===== src/rtl/seq_demux_deser.sv =====
// rtl/seq_demux_deser.sv - serial-to-parallel lane demultiplexer with sync framing and valid/ready output
module seq_demux_deser #(
    parameter int LANES = 4,
    parameter int SEL_W = $clog2(LANES)
) (
    input  logic             clk,
    input  logic             rst_n,
    input  logic             din,
    input  logic             din_valid,
    input  logic             sync,
    output logic [LANES-1:0] dout,
    output logic             dout_valid,
    input  logic             dout_ready,
    output logic [SEL_W-1:0] lane,
    output logic             locked,
    output logic             realign,
    output logic             overrun
);

    typedef enum logic {HUNT, FILL} state_t;

    localparam logic [SEL_W-1:0] LAST_LANE = SEL_W'(LANES - 1);

    state_t           state, state_n;
    logic [SEL_W-1:0] lane_n;
    logic [LANES-1:0] shadow, shadow_n;
    logic [LANES-1:0] word;
    logic [LANES-1:0] dout_n;
    logic             dout_valid_n, locked_n, realign_n, overrun_n;
    logic             accept, complete;

    always_ff @(posedge clk or negedge rst_n) begin
        if (!rst_n) begin
            state      <= HUNT;
            lane       <= '0;
            shadow     <= '0;
            dout       <= '0;
            dout_valid <= 1'b0;
            locked     <= 1'b0;
            realign    <= 1'b0;
            overrun    <= 1'b0;
        end else begin
            state      <= state_n;
            lane       <= lane_n;
            shadow     <= shadow_n;
            dout       <= dout_n;
            dout_valid <= dout_valid_n;
            locked     <= locked_n;
            realign    <= realign_n;
            overrun    <= overrun_n;
        end
    end

    always_comb begin
        state_n      = state;
        lane_n       = lane;
        shadow_n     = shadow;
        dout_n       = dout;
        dout_valid_n = dout_valid;
        locked_n     = locked;
        realign_n    = 1'b0;
        overrun_n    = overrun;
        complete     = 1'b0;
        accept       = dout_valid & dout_ready;
        // Completed word is the shadow with the bit arriving this cycle merged in.
        word         = shadow;
        word[lane]   = din;

        if (accept) begin
            dout_valid_n = 1'b0;
        end

        case (state)
            HUNT: begin
                if (din_valid && sync) begin
                    shadow_n    = '0;
                    shadow_n[0] = din;
                    lane_n      = SEL_W'(1);
                    locked_n    = 1'b1;
                    state_n     = FILL;
                end
            end
            FILL: begin
                if (din_valid) begin
                    if (sync && (lane != '0)) begin
                        // Sync mid-word: drop the partial and restart at lane 0.
                        shadow_n    = '0;
                        shadow_n[0] = din;
                        lane_n      = SEL_W'(1);
                        realign_n   = 1'b1;
                    end else begin
                        shadow_n = word;
                        if (lane == LAST_LANE) begin
                            lane_n   = '0;
                            complete = 1'b1;
                        end else begin
                            lane_n = lane + SEL_W'(1);
                        end
                    end
                end
            end
            default: state_n = HUNT;
        endcase

        if (complete) begin
            if (!dout_valid || accept) begin
                dout_n       = word;
                dout_valid_n = 1'b1;
            end else begin
                overrun_n = 1'b1;
            end
        end
    end

endmodule


===== config.mk =====
export PLATFORM = sky130hd
export DESIGN_NAME = seq_demux_deser
export DESIGN_NICKNAME = d
export VERILOG_FILES = /design/src/rtl/seq_demux_deser.sv
export SDC_FILE = /design/constraint.sdc
export NUM_CORES = 1
export LEC_CHECK = 0
export BUFFER_PORTS_ARGS = -buffer_cell sky130_fd_sc_hd__buf_2
export CAP_MARGIN = 30
export CORE_UTILIZATION = 44
export CTS_CLUSTER_DIAMETER = 50
export DETAILED_ROUTE_END_ITERATION = 16
export HOLD_SLACK_MARGIN = 0.03
export PLACE_DENSITY = 0.7
export SYNTH_ARGS = -nofsm -noshare
export SYNTH_HDL_FRONTEND = slang
export SYNTH_SLANG_ARGS = --single-unit

===== constraint.sdc =====
create_clock -name clk -period 1.8 [get_ports clk]
set_clock_uncertainty 0.1 [all_clocks]
set_input_delay 0.09 -clock clk [delete_from_list [all_inputs] [get_ports clk]]
set_output_delay 0.09 -clock clk [all_outputs]
set_load 0.03 [all_outputs]

# == After elaboration in Yosys (flattened, before gate mapping) ==
# Index checks and enable logic that the tools add are counted.
# op_classes
n_div,0
n_shift,0
n_mul,0
n_eq_ne,3
order_cmp,2
add_sub_neg,1
n_reduce_logical,10
mux,24
n_bitwise,3
# ops
operator,count
$mux 1,13
$mux 4,3
$mux 2,4
$pmux 4 s2,1
$reduce_and 2->1,4
$bwmux 4,1
$ne 2x2->1 const B,2
$pmux 2 s2,1
$logic_and 1x1->1,3
$lt 2x3->1 const B,1
$add 2x1->2 const B,1
$demux 1 s2,1
$eq 2x2->1 const B,1
$ge 2x1->1 const B,1
$not 1->1,2
$reduce_bool 2->1,1
$and 1x1->1,1
$logic_not 1->1,1
$logic_or 1x1->1,1
# totals
inputBits,6
ff_bits,15
ramBits,0
mem_count,0
rom_bits,0
latchBits,0
output_inout_bits,10
elab_cells,51

# == Longest topological paths before layout ==
# logic_depth
word_depth,8
mapped_depth,5
ltp_nobuf,5

# == Least setup slack after synthesis ==
# No wires, ideal clock.
# synth_path
kind,register to register
start,reg lane[0]
end,reg dout[0]
period_less_slack_ns,1.872
arrival_time_ns,1.647
setup_ns,0.125
t_required_ns,1.575
setup_slack_ns,-0.072
path_stages_with_launch,6
n_path_buf,0
cell_sequence,dfrtp_1 inv_1 ha_1 inv_1 a2111o_1 mux2_2
# synth_via
elab_chain_len,6
elab_cells_between_ends,14
classes_between,order compare: 2; eq/ne: 1; mux: 7; reduce/logical: 4
# synth_lines
item,line,rtl
start: declaration,14,"output logic [SEL_W-1:0] lane,"
start signal: assignment,44,lane <= lane_n;
"parallel branches: the longest is 6 deep, another holds $lt 2x3->1",--,
end signal: assignment,46,dout <= dout_n;
end: declaration,11,"output logic [LANES-1:0] dout,"
# Several ways; the timed one is not identified.
# A chain may end at the register's enable or synchronous reset.

# == Worst setup path in the final report ==
# layout_path
start,reg lane[0]
end,reg dout[3]
# The elaborated chain is that of the path after synthesis.

==> impl_metrics.json <==
{
  "drc": 0,
  "crit_path_max_fanout": 5,
  "synth_compound_area_share_pct": 15.54,
  "area_growth_pct": 30.34,
  "required_ps": 1870,
  "setup_slack_ps": 77.49,
  "slew_violations": 0,
  "cts_buffers": 3,
  "vdd_drop_max_mv": 0.8383,
  "utilization_pct": 64.50,
  "setup_tns_ps": 0,
  "clkPwrFrac_pct": 18.1,
  "synthesis.area_um2": 668.1,
  "rsz0062_at_grt": "no",
  "clock_latency_ps": 280,
  "core.rowCount": 13,
  "hold_class": "input port to asynchronous set/reset pin",
  "yosysUniqueCellTypes": 20,
  "overflow": 0,
  "grt_pass1_vias": 467,
  "end_kind": "flop",
  "wirelength_um": 1218,
  "htree_levels": 1,
  "grt_use_total_pct": 18.36,
  "synth_top_family_by_area": "compound AO/OA/AOI/OAI gates",
  "drive_above_1_share_pct": 35.29,
  "die_h_um": 40.97,
  "avgRoutedWirePerCell_um": 12.18,
  "clockRootBuffer": "clkbuf_4",
  "synthAdderAreaFrac_pct": 7.491,
  "yosysTopAreaCellShare_pct": 52.43,
  "clock.fmax_ghz": 0.5805,
  "design.die.area_um2": 1678,
  "reg2reg_depth": 5,
  "place.gp.congestion": 0.7509,
  "antenna_found_initial": 0,
  "synth_top_cell_by_area": "dfrtp_1",
  "pwr_density_cell_nw_per_um2": 1457,
  "cts_tree": "done",
  "setup_viol": 0,
  "path_clk_slew_ps": 80,
  "clockBufferDepth": 2,
  "worstPathArrival_ps": 1800,
  "status": "complete, no violations",
  "power.switching_fraction_pct": 39.51,
  "initial_core_util_pct": 49.49,
  "grt_pass1_wl_um": 1952,
  "place_ws_ps": 88.17,
  "syn_nets": 69,
  "p_switching_mw": 0.5013,
  "ctsResizeCount": 0,
  "first_pass_iters": 3,
  "place.port_buffers": 15,
  "cp-start-kind": "flop",
  "grt_max_degree": 15,
  "drv_cap": 0,
  "num-nets-final": 96,
  "ioPinCount": 16,
  "crit_type": "flop to flop",
  "power.total_mw": 1.269,
  "p_int_mw": 0.7675,
  "hold_violations": 0,
  "antenna_left": 0,
  "power_leakage_nw": 0.4429,
  "syn_inst": 59,
  "synthSimpleGateAreaFrac_pct": 10.49,
  "synth_area_per_cell_um2": 11.32,
  "p_comb_share_pct": 44.4,
  "dpl.hpwl_um": 877.3,
  "clkSinkCount": 14,
  "num_vias": 504,
  "seq_power_share_pct": 37.5,
  "antenna_cells": 0,
  "core-area_um2": 1350,
  "synthTopCellsByArea": "dfrtp_1 (52%), mux2_2 (10%), ha_1 (7.5%), nand2_1 (5.1%), inv_1 (3.9%)",
  "min_period_ps": 1723,
  "yosysSeqAreaShare_pct": 52.43,
  "slew_headroom_pct": 68.62,
  "muxShareOfSynthArea_pct": 10.11,
  "ys_ff_latch": 14,
  "yosysWarnings": 0,
  "drtIter0Drc": 3,
  "worst_pin_slew_ps": 465.8,
  "avgViaCountPerCell": 5.040,
  "period_share_pct": 95.70,
  "synth_xor_area_share_pct": 0,
  "die_w_um": 40.97
}
[sequential cells by signal, summed over array words and instances, names as in the netlist]
name,flops
overrun,1
realign,1
lane,2
dout_valid,1
shadow,3
locked,1
dout,4
state,1
[power by group through the flow]
stage	clock [mW]	sequential (mW)	combinational, mW
after global routing	0.244	0.490	0.612
final	0.229	0.476	0.564
after CTS	0.234	0.479	0.568
after floorplan	0	0.640	0.240
after global placement	0	0.479	0.552
after detailed placement	0	0.484	0.552
[Yosys cell counts, drive strengths merged]
master	number
nor2	1
nand2b	3
a2bb2oi	1
mux2	6
nor3b	1
ha	4
a22o	1
a2111o	1
a31o	1
nand2	9
a21o	2
o21bai	1
dfrtp	14
o221ai	2
o21ai	1
inv	7
o211ai	1
o2111ai	1
nor2b	1
a21oi	1
[final timing paths]
kind | slack (ps) | end | startpoint
max | 80 | dout[3] | lane[0]
min | 120 | realign | rst_n
max reg2reg | 80 | dout[3] | lane[0]
min reg2reg | 360 | overrun | overrun
max in group asynchronous | 1220 | lane[0] | rst_n
min in group clk | 360 | overrun | overrun
[critical path, cell delays in order (launching register included)]
cell and delay [ps]:
dfrtp_2 440, inv_1 110, ha_2 190, inv_1 50, a2111o_1 420, mux2_2 300
[cell families (layout without fill, tap and decap cells)]
family                   count (synthesis)  after routing
flip-flops                              14             14
buffers and inverters                    7             33
AO/OA/AOI/OAI                           13             13
AND/OR/NAND/NOR                         15             15
multiplexers                             6              6
adder cells (fa/ha/maj)                  4              4
[routing by layer]
metal	part of all wire [%]	track usage, %
met1	53	25.60
met2	40	26.56
met3	4.6	3.261
met4	2.4	10.00
met5	0	0
[area by class of cell]
cell class,instances,area (um2)
clock buffers,4,36.28
fillers,106,479.2
inverters,7,26.28
well taps,15,18.77
multi-input cells,38,294.0
repair buffers,22,142.6
flip-flops and latches,14,352.8
[stage by stage]
stage | hold slack, ps | cell area (um2) | instances
floorplan | -305.6 | 673.1 | 59
global placement | -101.1 | 774.5 | 90
global route | 165.7 | 870.8 | 100
finish | 120.7 | 870.8 | 100
CTS | 126.8 | 870.8 | 100
detailed placement | -97.17 | 774.5 | 90
[cells in the final DEF, fill, tap and decap left out]
| cell | n |
|---|---|
| a2111o_1 | 1 |
| a21o_1 | 2 |
| a21oi_1 | 1 |
| a22o_1 | 1 |
| a2bb2oi_1 | 1 |
| a31o_2 | 1 |
| buf_2 | 15 |
| buf_4 | 1 |
| clkbuf_4 | 3 |
| clkbuf_8 | 1 |
| dfrtp_1 | 12 |
| dfrtp_2 | 2 |
| dlygate4sd3_1 | 6 |
| ha_1 | 3 |
| ha_2 | 1 |
| inv_1 | 7 |
| mux2_2 | 6 |
| nand2_1 | 9 |
| nand2b_1 | 3 |
| nor2_1 | 1 |
| nor2b_1 | 1 |
| nor3b_1 | 1 |
| o2111ai_1 | 1 |
| o211ai_1 | 1 |
| o21ai_0 | 1 |
| o21bai_1 | 1 |
| o221ai_1 | 2 |
[what timing repair did]
action | CTS | global route
buffers inserted | 0 | 0
endpoints found under the hold margin | 17 | 0
hold buffers | 6 | 0
Note: power is estimated with default switching activity, not from simulation.
